===== config.mk =====
export PLATFORM = sky130hd
export DESIGN_NAME = mem_port_arbiter
export DESIGN_NICKNAME = d
export VERILOG_FILES = /design/src/rtl/mem_port_arbiter.sv
export SDC_FILE = /design/constraint.sdc
export NUM_CORES = 1
export LEC_CHECK = 0
export CORE_ASPECT_RATIO = 0.6
export CORE_MARGIN = 1.5
export CORE_UTILIZATION = 38
export CTS_BUF_LIST = sky130_fd_sc_hd__clkbuf_16
export CTS_CLUSTER_SIZE = 25
export DETAILED_ROUTE_END_ITERATION = 8
export PLACE_DENSITY = 0.73
export SETUP_SLACK_MARGIN = 0.4
export SYNTH_ARGS = -nofsm -noshare
export SYNTH_HDL_FRONTEND = slang
export SYNTH_SLANG_ARGS = --single-unit

===== constraint.sdc =====
create_clock -name clk -period 1.4 [get_ports clk]
set_input_delay 0.28 -clock clk [delete_from_list [all_inputs] [get_ports clk]]
set_output_delay 0.28 -clock clk [all_outputs]
set_load 0.02 [all_outputs]

===== src/rtl/mem_port_arbiter.sv =====
// mem_port_arbiter: shares one single-ported memory between the CPU fetch (I) and data (D) ports.
// D has priority, a D-grant streak limit guarantees fetch progress, and a watchdog turns a lost
// mem_done into an error completion.
module mem_port_arbiter #(
   parameter int unsigned DW           = 32,
   parameter int unsigned AW           = 32,
   parameter int unsigned MAX_D_STREAK = 4,
   parameter int unsigned TIMEOUT      = 16
) (
   input  logic          clk,
   input  logic          rst,
   input  logic          i_req,
   input  logic [AW-1:0] i_addr,
   output logic [DW-1:0] i_rdata,
   output logic          i_done,
   output logic          i_err,
   input  logic          d_req,
   input  logic          d_we,
   input  logic [AW-1:0] d_addr,
   input  logic [DW-1:0] d_wdata,
   output logic [DW-1:0] d_rdata,
   output logic          d_done,
   output logic          d_err,
   output logic          mem_r,
   output logic          mem_w,
   output logic [AW-1:0] mem_addr,
   output logic [DW-1:0] mem_wdata,
   input  logic [DW-1:0] mem_rdata,
   input  logic          mem_done
);

   localparam int unsigned SW = $clog2(MAX_D_STREAK + 1);
   localparam int unsigned WW = $clog2(TIMEOUT);

   typedef enum logic [1:0] {
      ST_IDLE = 2'd0,
      ST_BUSY = 2'd1,
      ST_RESP = 2'd2
   } state_e;

   state_e          state_q;
   logic            sel_d_q;
   logic            we_q;
   logic [SW-1:0]   streak_q;
   logic [SW-1:0]   streak_d;
   logic [WW-1:0]   wdog_q;
   logic            mem_r_q;
   logic            mem_w_q;
   logic [AW-1:0]   addr_q;
   logic [DW-1:0]   wdata_q;
   logic [DW-1:0]   i_rdata_q;
   logic [DW-1:0]   d_rdata_q;
   logic            i_done_q;
   logic            i_err_q;
   logic            d_done_q;
   logic            d_err_q;

   logic            grant_d_c;
   logic            wdog_exp_c;

   // D wins unless it has used up its streak while a fetch is waiting
   assign grant_d_c  = d_req & (~i_req | (streak_q != SW'(MAX_D_STREAK)));
   assign wdog_exp_c = (wdog_q == WW'(TIMEOUT - 1));

   // Streak after a grant: saturating count of D grants that made a pending fetch wait
   always_comb begin
      streak_d = '0;
      if (grant_d_c && i_req) begin
         streak_d = (streak_q == SW'(MAX_D_STREAK)) ? streak_q : streak_q + SW'(1);
      end
   end

   // Arbitration FSM with all outputs registered; done/err are single-cycle pulses
   always_ff @(posedge clk or negedge rst) begin
      if (!rst) begin
         state_q   <= ST_IDLE;
         sel_d_q   <= 1'b0;
         we_q      <= 1'b0;
         streak_q  <= '0;
         wdog_q    <= '0;
         mem_r_q   <= 1'b0;
         mem_w_q   <= 1'b0;
         addr_q    <= '0;
         wdata_q   <= '0;
         i_rdata_q <= '0;
         d_rdata_q <= '0;
         i_done_q  <= 1'b0;
         i_err_q   <= 1'b0;
         d_done_q  <= 1'b0;
         d_err_q   <= 1'b0;
      end else begin
         i_done_q <= 1'b0;
         i_err_q  <= 1'b0;
         d_done_q <= 1'b0;
         d_err_q  <= 1'b0;
         case (state_q)
            ST_IDLE: begin
               if (i_req || d_req) begin
                  sel_d_q  <= grant_d_c;
                  we_q     <= grant_d_c & d_we;
                  addr_q   <= grant_d_c ? d_addr : i_addr;
                  wdata_q  <= grant_d_c ? d_wdata : '0;
                  mem_r_q  <= ~(grant_d_c & d_we);
                  mem_w_q  <= grant_d_c & d_we;
                  streak_q <= streak_d;
                  wdog_q   <= '0;
                  state_q  <= ST_BUSY;
               end
            end
            ST_BUSY: begin
               wdog_q <= wdog_q + WW'(1);
               // mem_done on the expiry cycle still counts as success
               if (mem_done || wdog_exp_c) begin
                  mem_r_q <= 1'b0;
                  mem_w_q <= 1'b0;
                  state_q <= ST_RESP;
                  if (sel_d_q) begin
                     d_done_q <= 1'b1;
                     d_err_q  <= ~mem_done;
                     if (mem_done && !we_q) begin
                        d_rdata_q <= mem_rdata;
                     end
                  end else begin
                     i_done_q <= 1'b1;
                     i_err_q  <= ~mem_done;
                     if (mem_done) begin
                        i_rdata_q <= mem_rdata;
                     end
                  end
               end
            end
            ST_RESP: begin
               wdog_q  <= '0;
               state_q <= ST_IDLE;
            end
            default: begin
               state_q <= ST_IDLE;
            end
         endcase
      end
   end

   assign mem_r     = mem_r_q;
   assign mem_w     = mem_w_q;
   assign mem_addr  = addr_q;
   assign mem_wdata = wdata_q;
   assign i_rdata   = i_rdata_q;
   assign i_done    = i_done_q;
   assign i_err     = i_err_q;
   assign d_rdata   = d_rdata_q;
   assign d_done    = d_done_q;
   assign d_err     = d_err_q;

endmodule

# Yosys cells after proc, flatten, opt, wreduce, memory -nomap -nowiden
# Index checks and enable logic that the tools add are counted.
# word_totals
register_bits	145
input_bits	134
out_inout_bits	134
wordCells	73
# classes
n_addsub	2
eq_ne	8
mux	26
n_bitwise	7
reduce_logical	15
# ops
cell	count
$mux W32	2
$mux W1	15
$pmux W4 S3	1
$reduce_and A4 Y1	2
$mux W3	2
$ne A2 B2 Y1 const B	3
$reduce_and A2 Y1	3
$reduce_and A3 Y1	2
$add A4 B1 Y4 const B	1
$eq A4 B4 Y1 const B	1
$mux W2	2
$mux W4	1
$not A1 Y1	4
$pmux W1 S2	2
$pmux W2 S2	1
$add A3 B1 Y3 const B	1
$eq A3 B3 Y1 const B	1
$ne A3 B3 Y1 const B	1
$reduce_bool A3 Y1	1
$and A1 B1 Y1	2
$eq A2 B1 Y1 const B	1
$eq A2 B2 Y1 const B	1
$logic_and A1 B1 Y1	2
$logic_not A2 Y1	1
other kinds (4)	5

# Longest topological paths before layout
# Gate-level depths: netlist of run 1.
# depth
word_depth	7
ltp_mapped	7
ltp_nobuf	5

# Least setup slack after synthesis of run 1
# No wires, ideal clock.
# synth_timing
path_kind	register -> register
start	reg state_q[1]
end	reg d_rdata_q[17], in the netlist d_rdata[17]
setup_time_ns	0.125
arrival_ns	1.431
required_ns	1.275
slack_ns	-0.156
path_stages_with_launch	7
period_less_slack_ns	1.556
path_cell_list	dfrtp_1 -> buf_4 -> nor2b_4 -> and4b_1 -> buf_2 -> buf_6 -> mux2_2
# synth_between
elab_chain_len	2
# synth_rtl
item	line	source
start, declared	41	state_e state_q;
start signal, assigned	76	state_q <= ST_IDLE;
start signal, assigned	107	state_q <= ST_BUSY;
start signal, assigned	116	state_q <= ST_RESP;
$eq A2 B1 Y1	96	case (state_q)
$reduce_and A4 Y1 (no source line)	-	
end signal, assigned	121	d_rdata_q <= mem_rdata;
end, declared	52	logic [DW-1:0] d_rdata_q;
# Every way passes these cells.
# A chain may end at the register's enable or synchronous reset.

# Worst setup path after layout of run 1
# layout_timing
start	reg state_q[1]
end	reg addr_q[29], in the netlist mem_addr[29]
# layout_between
elab_chain_len	2
# layout_rtl
item	line	source
$logic_not A2 Y1	96	
$reduce_and A2 Y1 (no source line)	-	
end signal, assigned	101	addr_q <= grant_d_c ? d_addr : i_addr;
end, declared	49	logic [AW-1:0] addr_q;
# Every way passes these cells.

==> metrics, run 1 <==
overall fraction of global-route tracks in use=0.2346; clock tree from TritonCTS=yes; unrepaired setup endpoints after global routing=yes; sequential share of the synthesized area=0.5837; level count of the clock H-tree=4; arrival time at the worst endpoint=1.86 ns; average cell area after synthesis=12.16 um2; Setup CP Type=flip-flop to flip-flop; YS warnings=0; # clock sinks=145; Crit-path slowest cell=sky130_fd_sc_hd__dfrtp_1; Die Ht=102.1 um; final layout net count=1009; Final setup violation count=126; initial DRC count=387; width of the die=168.1 um; final critical-path setup slack=-0.1460 ns; count of mapped cells out of synthesis=511; critical-path cell list=buf_6 -> nor2_4 -> buf_12 -> buf_12 -> nand3_1 -> o211ai_1; met2 wire length=9.970 mm; routed length on met1=9.376 mm; remaining routing DRC violations=0; total number of vias=5790; most common library cells after synthesis=145 x sky130_fd_sc_hd__dfrtp_1, 66 x sky130_fd_sc_hd__nand3_1, 57 x sky130_fd_sc_hd__mux2_2, 38 x sky130_fd_sc_hd__o21ai_0, 34 x sky130_fd_sc_hd__o211ai_1; clk slew on worst S/H paths=0.07 ns; Antenna Diode Count=0; unique cell type count in the Yosys netlist=37; number of synthesized flops with an enable pin=0; post-placement cell area=9881 um2; core area=15680 um2; ratio of routed vias to standard cells=5.322; uppermost layer routed=met4; initial standard-cell utilization of the core=0.3965; Final Slew Violations=0; FMAX=646.8 MHz; count of nets left with antenna violations after detail routing=0; actual slew at the worst max-slew pin=0.3520 ns; area share of the largest cell type after synthesis=0.5837; violations in the final reports=setup timing; syn nets=648; shortest period the worst path allows=1.546 ns; placement row count=35; average detailed-routed wire length per instance=19.23 um; core occupancy in the finished layout=0.7340; total length of routed wires=20.92 mm; worst clock skew=0.01200 ns; Crit Path Max Fanout=14; total met3 wirelength after detailed routing=1.265 mm; area of the die=17160 um2; count leader, synth=sky130_fd_sc_hd__dfrtp_1; synthesized cell area=6216 um2; delay of the slowest cell on the worst path=0.43 ns; status=finished with violations; total leakage power=5.091 nW; clk root buf=sky130_fd_sc_hd__clkbuf_16; headroom to the max-slew limit=0.7653; wire length of the first global-routing pass=31.42 mm; total congestion overflow after global routing=0; number of standard cells in the final layout excluding fillers=1088; endpoint required time on the critical path=1.72 ns; FF+latch count, synth=145; top area cells in the synthesized netlist=sky130_fd_sc_hd__dfrtp_1 58%, sky130_fd_sc_hd__mux2_2 10%, sky130_fd_sc_hd__nand3_1 5.3%; Critical Path End Type=flip-flop; max-cap viol count=0; final critical-path share of the clock period=1.104; final design instance area without fill=11510 um2; Layout Area Growth over Synthesis=85.13%; clock insertion delay at the later pin of the skew report=0.41 ns; number of antenna violations at the first check in global routing=0; final weighted congestion of routability-driven global placement=0.8101; instance count after placement with tap cells included=974; critical path startpoint category=flip-flop; number of I/O pins=268; combined buffer and inverter count along the critical path=3; worst hold path type=primary input to async pin; commonest register cell after synthesis=sky130_fd_sc_hd__dfrtp_1; Most common cell on crit path=sky130_fd_sc_hd__buf_12; maximum clock insertion buffer count=2; IO Port Bufs=267; post-synthesis async set-or-reset flop share=1.000; CTS Buf Count=17; Final Hold Vio Count=0; fraction of layout instances using a drive strength above 1=0.4825; maximum VDD drop=1.357 mV; cell type with the highest aggregate area in the netlist=sky130_fd_sc_hd__dfrtp_1; pwr dens=2428 nW/um2; largest net degree at the start of global routing=57; worst setup slack for register-to-register paths=-0.15 ns; vias in the first global route=5948; number of search-and-repair iterations in the first detailed-routing pass=4; Largest delay share family, worst path=buffers and inverters; HPWL after detailed placement=13.58 mm
==> worst register-to-register path: cells and delay by family (launching register included) <==
| kind | cells | cell delay [ns] |
|---|---|---|
| compound gates | 1 | 0.23 |
| flops | 1 | 0.43 |
| simple gates | 2 | 0.32 |
| buf+inv | 3 | 0.50 |
==> cell usage in the layout (no fill, tap or decap), drive strengths merged, types with 2 or more instances in the layout <==
| cell | netlist | final |
|---|---|---|
| buf | 26 | 257 |
| dfrtp | 145 | 145 |
| clkdlybuf4s50 | 0 | 131 |
| mux2 | 66 | 66 |
| nand3 | 66 | 66 |
| o21ai | 43 | 43 |
| o211ai | 34 | 34 |
| o2bb2ai | 34 | 34 |
| nand4 | 33 | 33 |
| clkbuf | 26 | 20 |
| inv | 5 | 10 |
| clkinv | 0 | 6 |
| and2 | 3 | 4 |
| nand2 | 4 | 4 |
| nand2b | 3 | 3 |
| clkinvlp | 0 | 3 |
| ha | 3 | 3 |
| nor2 | 3 | 3 |
| nor3 | 2 | 2 |
| or2 | 2 | 2 |
| and3b | 2 | 2 |
==> path summary, 6_finish.rpt <==
path,startpoint,depth (start not counted),to
worst max-delay path,state_q[1],6,mem_addr[29]
worst min-delay path,rst,2,mem_wdata[1]
worst max register to register,state_q[1],6,mem_addr[29]
worst min register to register,mem_wdata[1],1,mem_wdata[1]
max in group asynchronous,rst,3,d_rdata[22]
min in group clk,d_req,4,streak_q[0]
==> kinds of logic after synthesis <==
logic type,after synthesis,share of synthesized area
multiplexers,66,0.1196
flip-flops,145,0.5837
adder cells (fa/ha/maj),3,0.006039
buffers and inverters,57,0.04589
AND/OR/NAND/NOR,123,0.1121
AO/OA/AOI/OAI,117,0.1326
==> registers in the layout, indices dropped and copies added, names as in the netlist, 2 cells and up <==
register / cells
mem_addr: 32
d_rdata: 32
mem_wdata: 32
i_rdata: 32
state_q: 2
wdog_q: 4
streak_q: 3
==> area by class of cell <==
cell class / count / area, um2
Clock buffer: 17 / 425.4
Tap cell: 203 / 254.0
Inverter: 5 / 18.77
Timing Repair Buffer: 393 / 4125
Sequential cell: 145 / 3628
Fill cell: 1044 / 4170
Clock inverter: 15 / 136.4
Multi-Input combinational cell: 310 / 2919
==> through the flow <==
stage | setup TNS, ns | total power [mW] | hold WS [ns] | setup WS [ns]
4_1_cts | -4.525 | 26.76 | 0.2725 | -0.1259
3_3_place_gp | -40.68 | 20.06 | 0.1417 | -0.3755
6_report | -6.844 | 27.93 | 0.2810 | -0.1460
3_5_place_dp | -43.25 | 20.39 | 0.1420 | -0.3846
2_1_floorplan | -6.048 | 14.65 | -0.01559 | -0.1145
5_1_grt | -13.34 | 29.20 | 0.3001 | -0.1759
==> layer usage <==
| layer | global-route usage | vias to the layer above |
|---|---|---|
| met5 | 0 | - |
| met1 | 0.3111 | 2880 |
| met3 | 0.05112 | 24 |
| li1 | - | 2636 |
| met2 | 0.3965 | 250 |
| met4 | 0.06181 | 0 |
==> timing repair <==
action                                 CTS  global route
setup endpoints to repair              279           279
hold buffers                             1             0
pin swaps                                2            21
setup buffers                           52            25
gates resized for setup                816            39
gates cloned                             0             4
endpoints found under the hold margin   59             0
==> where the power goes <==
part | switching (mW) | total (mW) | internal [mW]
sequential | 1.62 | 7.86 | 6.24
clock | 1.85 | 4.32 | 2.47
combinational | 6.80 | 15.8 | 8.96
total | 10.3 | 27.9 | 17.7
Power figures use the tool's default switching activity.
==> inputs of run 2 (changes only) <==
CORE_ASPECT_RATIO = unset   (was 0.6)
==> metrics, run 2 (same netlist as run 1, synthesis figures left out) <==
total leakage power=5.643 nW; stages on the worst setup path=5; combined buffer and inverter count along the critical path=2; Die Ht=130.9 um; clk slew on worst S/H paths=0.07 ns; number of search-and-repair iterations in the first detailed-routing pass=5; clock insertion delay at the later pin of the skew report=0.42 ns; Antenna Diode Count=0; Final Slew Violations=0; critical path startpoint category=flip-flop; area of combinational cells with multiple inputs=3336 um2; final setup TNS=-15.13 ns; Setup CP Type=flip-flop to flip-flop; core area=15940 um2; cells on worst reg2reg path=5; violations in the final reports=setup timing; area of the die=17130 um2; max-cap viol count=0; FMAX=634.4 MHz; instance count after placement with tap cells included=989; most used cells in the layout excluding fill and tap cells=151 x sky130_fd_sc_hd__buf_6, 144 x sky130_fd_sc_hd__dfrtp_1, 131 x sky130_fd_sc_hd__clkdlybuf4s50_1, 130 x sky130_fd_sc_hd__buf_4, 63 x sky130_fd_sc_hd__mux2_4; worst hold path type=primary input to async pin; routed length on met1=9.412 mm; actual slew at the worst max-slew pin=0.4005 ns; final layout net count=1070; status=finished with violations; final design instance area without fill=12790 um2; Largest delay share family, worst path=simple AND/OR/NAND/NOR gates; final weighted congestion of routability-driven global placement=0.8586; shortest period the worst path allows=1.576 ns; total length of routed wires=25.23 mm; unrepaired setup endpoints after global routing=yes; width of the die=130.9 um; IO Port Bufs=267; final critical-path share of the clock period=1.126; endpoint required time on the critical path=1.70 ns; beginning of the worst register-to-register path=state_q[0]; Crit Path Max Fanout=5; initial standard-cell utilization of the core=0.3899; critical-path cell list=nor2b_4 -> and4b_2 -> buf_4 -> clkbuf_16 -> mux2_4; CTS Buf Count=17; number of antenna violations at the first check in global routing=0; total number of vias=6290; vias in the first global route=6017; delay of the slowest cell on the worst path=0.39 ns; wire length of the first global-routing pass=31.66 mm; overall fraction of global-route tracks in use=0.2425; overall power=31.92 mW; clk root buf=sky130_fd_sc_hd__clkbuf_16; area occupied by registers=3630 um2; HPWL after detailed placement=13.67 mm; final critical-path setup slack=-0.1763 ns; leading cell type in the layout, fill and taps excluded=sky130_fd_sc_hd__buf_6; largest net degree at the start of global routing=51; average detailed-routed wire length per instance=21.71 um; placement row count=46; remaining routing DRC violations=0; level count of the clock H-tree=4; Final setup violation count=136; # clock sinks=145; count of nets left with antenna violations after detail routing=0; arrival time at the worst endpoint=1.88 ns; number of standard cells in the final layout excluding fillers=1162; number of fill cells=850; post-placement cell area=9874 um2; total met3 wirelength after detailed routing=1.834 mm; total congestion overflow after global routing=0; maximum VDD drop=1.304 mV; initial DRC count=299; Crit-path slowest cell=sky130_fd_sc_hd__dfrtp_1; clock tree from TritonCTS=yes; headroom to the max-slew limit=0.7325; met2 wire length=13.13 mm; fraction of layout instances using a drive strength above 1=0.5666; uppermost layer routed=met4; pwr dens=2497 nW/um2; number of I/O pins=268; worst clock skew=0.01060 ns; worst setup slack for register-to-register paths=-0.18 ns; Critical Path End Type=flip-flop; maximum clock insertion buffer count=2; Reg-to-Reg End=d_rdata[2]; Final Hold Vio Count=0; Layout Area Growth over Synthesis=105.7%; ratio of routed vias to standard cells=5.413
run 2: cell types whose count changed in the layout (fill, tap and decap cells not counted), moves of 8 or more:
cell,previous run,this run
sky130_fd_sc_hd__buf_4,94,130
sky130_fd_sc_hd__o2bb2ai_1,19,1
sky130_fd_sc_hd__nand3_2,37,48
sky130_fd_sc_hd__nand3_1,28,9
sky130_fd_sc_hd__o2bb2ai_2,14,23
sky130_fd_sc_hd__nand3_4,1,9
sky130_fd_sc_hd__o2bb2ai_4,1,10
sky130_fd_sc_hd__buf_6,143,151
sky130_fd_sc_hd__clkbuf_16,20,33
run 2: worst max-delay path by stage:
stage	start	to
detailed placement	d_req	streak_q[2]
global placement	d_req	streak_q[2]
floorplan	state_q[1]	d_rdata[10]
finish	state_q[0]	d_rdata[2]
global route	state_q[0]	mem_addr[9]
CTS	state_q[1]	d_rdata[31]
run 2: what timing repair did:
| action | 4_1_cts | 5_1_grt |
|---|---|---|
| pin swaps | 12 | 96 |
| hold buffers | 1 | 0 |
| resized for setup | 818 | 123 |
| buffers inserted | 69 | 50 |
| endpoints found under the setup margin | 279 | 279 |
| endpoints found under the hold margin | 65 | 0 |
| gates cloned | 2 | 19 |
run 2: cell type report:
class | count | area share
sequential | 145 | 0.2839
clock inverter | 15 | 0.01507
timing repair buffer | 455 | 0.3841
tap | 216 | 0.02114
multi-input combinational | 309 | 0.2609
inverter | 5 | 0.001664
clock buffer | 17 | 0.03327
run 2: per-layer routing:
layer / global-route usage / vias up
met4: 0.09761 / 0
met5: 0 / -
met2: 0.4161 / 308
li1: - / 2772
met1: 0.2877 / 3143
met3: 0.06881 / 67
run 2: metrics by stage:
stage | hold slack [ns] | setup slack, ns | util
4_1_cts | 0.2621 | -0.1548 | 0.7081
3_5_place_dp | 0.1340 | -0.4795 | 0.6194
2_1_floorplan | -0.01559 | -0.1145 | -
6_report | 0.3006 | -0.1763 | 0.8020
5_1_grt | 0.2968 | -0.2609 | 0.8020
3_3_place_gp | 0.1268 | -0.3854 | 0.6194
run 2: power breakdown:
group	internal [mW]	switching (mW)	leakage (nW)
registers	6.24	1.74	1.79
logic	11.1	8.00	3.54
clock network	2.87	1.99	0.307
total	20.2	11.7	5.64
==> inputs of run 3 (changes only) <==
CAP_MARGIN = 40   (was unset)
==> results of run 3 <==
No change in the layout: final DEF, timing and power equal those of run 2.
==> variant 1, RTL diff (settings of run 1) <==
The parameter `AW` goes from 32 to 48.
--- a/src/rtl/mem_port_arbiter.sv
+++ b/src/rtl/mem_port_arbiter.sv
@@ -5,3 +5,3 @@
    parameter int unsigned DW           = 32,
-   parameter int unsigned AW           = 32,
+   parameter int unsigned AW           = 48,
    parameter int unsigned MAX_D_STREAK = 4,
Ports: changed (resized d_addr, i_addr and mem_addr); port bits go from 268 to 316. The function was not compared with the original's and may differ.
==> variant 1 against run 1 <==
Final area increased by 15%; total power is 15% higher; area after synthesis grew 13%; highest routed layer unchanged; setup slack got worse by 0.0034 ns; sequential cell count up 16; the flow still finishes with violations (setup timing); combinational power increased by 18%; final cell count grew 18%; wire length grew 27%.
==> variant 1: results (changes against run 1) <==
Status - finished, violations left (unchanged)
Failing checks - setup timing (unchanged)
Setup TNS - -11.86 ns (was -6.84 ns)
Slowest stage cell, crit path - dfrtp_2 (was dfrtp_1)
Gpl congestion - 0.794 (was 0.810)
P_leak - 5.77 nW (was 5.09 nW)
CP top delay family - flip-flops (was buffers and inverters)
Final setup viols - 143 (was 126)
Register area share after synthesis - 0.574 (was 0.584)
Critical-path maximum fanout - 23 (was 14)
Util after Layout - 0.733 (was 0.734)
Syn Area/Cell - 11.6 um2 (was 12.2 um2)
Share of cells above drive strength 1 - 0.422 (was 0.482)
Filler instances - 1197 (was 1044)
Final WS setup - -0.149 ns (was -0.146 ns)
Input/output buffers - 315 (was 267)
Syn Nets - 774 (was 648)
DR pass1 iterations - 7 (was 4)
PostCTS Resize Cnt - 977 (was 816)
Initial DRC count - 554 (was 387)
Largest cells by area after synthesis - dfrtp_1, mux2_1, nand3_1 (was dfrtp_1, mux2_2, nand3_1)
Pre-CTS worst setup slack - -0.407 ns (was -0.385 ns)
Worst slew pin tran - 0.468 ns (was 0.352 ns)
Maximum vdd drop - 1.16 mV (was 1.36 mV)
Drt wl/cell - 20.8 um (was 19.2 um)
## variant 1: changes by cell type in the layout (fill, tap and decap cells not counted), moves of 8 or more
cell | before | now
mux2_1 | 0 | 24
nand3_2 | 37 | 12
mux2_4 | 64 | 40
buf_6 | 143 | 169
o211ai_1 | 34 | 50
clkdlybuf4s50_1 | 131 | 163
nand4_1 | 33 | 49
buf_16 | 0 | 8
dfrtp_1 | 145 | 160
nand3_1 | 28 | 69
## variant 1: final timing paths
check                      cells past startpoint  slack (ns)                       end                   start
max reg2reg                                    4       -0.15   d_rdata[31]$_DFFE_PN0P_  state_q[1]$_DFFE_PN0P_
max                                            4       -0.15   d_rdata[31]$_DFFE_PN0P_  state_q[1]$_DFFE_PN0P_
max in group asynchronous                      3        0.51  mem_wdata[5]$_DFFE_PN0P_                     rst
min in group clk                               4        0.36   streak_q[2]$_DFFE_PN0P_                   d_req
min                                            2        0.32    d_rdata[8]$_DFFE_PN0P_                     rst
min reg2reg                                    2        0.50          we_q$_DFFE_PN0P_        we_q$_DFFE_PN0P_
## variant 1: layout make-up
| class | count | area share |
|---|---|---|
| repair buffers | 470 | 0.389 |
| inverters | 5 | 0.00142 |
| well taps | 240 | 0.0227 |
| multi-input cells | 373 | 0.237 |
| clock inverters | 15 | 0.0126 |
| flip-flops and latches | 161 | 0.305 |
| clock buffers | 17 | 0.0321 |
## variant 1: metal layers
metal / vias to the layer above / routed length [um] / part of all wire / global-route usage
li1: 3142 / - / - / -
met5: - / 0 / 0 / 0
met3: 33 / 2460 / 0.092 / 0.0752
met2: 314 / 12600 / 0.47 / 0.416
met4: 0 / 381 / 0.014 / 0.0595
met1: 3455 / 11200 / 0.42 / 0.337
## variant 1: power by group
group          internal [mW]  switching, mW
clock                   2.55           2.19
sequential              6.93           1.75
combinational           10.6           8.16
==> variant 2, RTL diff (config.mk and constraints of run 1) <==
Without the edit above. Re-encode `state_e` (3 states) as one-hot, 3 bits wide.
--- a/src/rtl/mem_port_arbiter.sv
+++ b/src/rtl/mem_port_arbiter.sv
@@ -34,6 +34,6 @@
 
-   typedef enum logic [1:0] {
-      ST_IDLE = 2'd0,
-      ST_BUSY = 2'd1,
-      ST_RESP = 2'd2
+   typedef enum logic [2:0] {
+      ST_IDLE = 3'b001,
+      ST_BUSY = 3'b010,
+      ST_RESP = 3'b100
    } state_e;
Check against the original RTL: no difference found for any inputs over 4 cycles, from zero or initial values and one cycle with rst low; so few cycles prove little.
==> variant 2 against run 1 <==
Sequential power down 5.1%; setup slack worse by 0.058 ns; sequential cell count up 1; total power down 12%; the flow still finishes with violations (setup timing); final area down 7.4%; highest routed layer unchanged; via count down 11%; synthesized cell count down 10%; area after synthesis down 7.1%; wire length down 11%; clock power up 1%.
==> variant 2: results (changes against run 1) <==
Status - finished, violations left (unchanged)
Failing checks - setup timing (unchanged)
Synth warnings - 0 (unchanged)
PostCTS Resize Cnt - 791 (was 816)
Share of cells above drive strength 1 - 0.476 (was 0.482)
R2R depth - 5 (was 6)
Area fraction in compound gates after synthesis - 0.126 (was 0.133)
Final WS setup - -0.204 ns (was -0.146 ns)
Final net count - 960 (was 1009)
Type of origin of the critical path - register (unchanged)
Maximum vdd drop - 1.40 mV (was 1.36 mV)
Die W - 162 um (was 168 um)
Hold_ws - 0.314 ns (was 0.281 ns)
Vias in the first global route - 5384 (was 5948)
Max Cap Violations - 0 (unchanged)
Met3 wire length - 1280 um (was 1270 um)
Setup TNS - -19.66 ns (was -6.84 ns)
Placed cells - 935 (was 974)
Proportion of synthesized area in mux cells - 0.125 (was 0.120)
Cell Area, Placed - 9140 um2 (was 9880 um2)
Largest net degree at the start of global routing - 46 (was 57)
WL met2 - 9250 um (was 9970 um)
Most frequent cells after synthesis - dfrtp_1, a21oi_1, mux2_2 (was dfrtp_1, nand3_1, mux2_2)
Final Non-Filler Cells - 1034 (was 1088)
Drt wl/cell - 18.1 um (was 19.2 um)
Pre-CTS worst setup slack - -0.605 ns (was -0.385 ns)
DP HPWL - 11900 um (was 13600 um)
Register area share after synthesis - 0.633 (was 0.584)
Final setup viols - 142 (was 126)
Met1 WL - 7830 um (was 9380 um)
Post-CTS setup buffer count - 33 (was 52)
P_leak - 4.90 nW (was 5.09 nW)
Top routing layer used - met4 (unchanged)
Req. time, crit path - 1.68 ns (was 1.72 ns)
Critical-path maximum fanout - 20 (was 14)
Largest cells by area after synthesis - dfrtp_1, mux2_2, a21oi_1 (was dfrtp_1, mux2_2, nand3_1)
GR Util met3 - 0.0678 (was 0.0511)
Clk_lat worst skew - 0.41 ns (about the same)
Library cells used by synthesis - 38 (was 37)
Initial DRC count - 277 (was 387)
Synth Area in XOR/XNOR - 0.00152 (was 0)
Worst-path clk slew - 0.06 ns
Via count - 5137 (was 5790)
Syn Nets - 595 (was 648)
Gpl congestion - 0.817 (was 0.810)
N_diodes - 0 (unchanged)
GRT Total Usage - 0.221 (was 0.235)
Gate Count Post-Synth - 458 (was 511)
GR Layer Usage met1 - 0.267 (was 0.311)
First-pass GRT wire length - 27600 um (was 31400 um)
Hold Crit Class - in -> async (unchanged)
GRT met2 Usage - 0.379 (was 0.396)
Worst relative slew slack - 0.783 (was 0.765)
CTS max path bufs - 2 (unchanged)
Clock skew - 0.0138 ns (was 0.0120 ns)
Post-synthesis adder-cell area fraction - 0.00650 (was 0.00604)
## variant 2: cell types whose count changed after synthesis, sizes merged, moves of 32 or more
cell	before	now
nor2	3	39
a21oi	1	66
nand3	66	3
a22o	1	33
o211ai	34	0
nand2	4	41
o2bb2ai	34	1
nand4	33	1
o21ai	43	6
## variant 2: worst max-delay path, stage by stage, from the launching register on
cell and delay (ns):
dfstp_2 0.40, nor3b_4 0.26, buf_4 0.16, nand4b_4 0.14, buf_12 0.20, mux2_1 0.31
## variant 2: layout make-up
| cell class | count | area (um2) |
|---|---|---|
| Multi-Input combinational cell | 281 | 2260 |
| Tap cell | 198 | 248 |
| Inverter | 4 | 15.0 |
| Clock inverter | 15 | 144 |
| Fill cell | 947 | 4020 |
| Sequential cell | 146 | 3650 |
| Timing Repair Buffer | 373 | 3910 |
| Clock buffer | 17 | 425 |
## variant 2: path summary, 6_finish.rpt
kind                                        start                   endpoint
setup / recovery           state_q[0]$_DFFE_PN1P_     d_rdata[4]$_DFFE_PN0P_
setup reg to reg           state_q[0]$_DFFE_PN1P_     d_rdata[4]$_DFFE_PN0P_
min in group clk                       i_addr[20]   mem_addr[20]$_DFFE_PN0P_
hold reg to reg            d_rdata[4]$_DFFE_PN0P_     d_rdata[4]$_DFFE_PN0P_
max in group asynchronous                     rst     i_rdata[8]$_DFFE_PN0P_
hold / removal                                rst  mem_wdata[14]$_DFFE_PN0P_
## variant 2: cell families after synthesis
kind of cell,Yosys count
flip-flops,146
AO/OA/AOI/OAI,115
AND/OR/NAND/NOR,97
multiplexers,64
buffers and inverters,32
adder cells (fa/ha/maj),3
XOR/XNOR,1
## variant 2: report_power, final
group	internal, mW	leakage, nW	switching [mW]
clock network	2.61	0.277	1.77
logic	7.03	2.82	5.62
registers	6.07	1.81	1.39
total	15.7	4.90	8.79
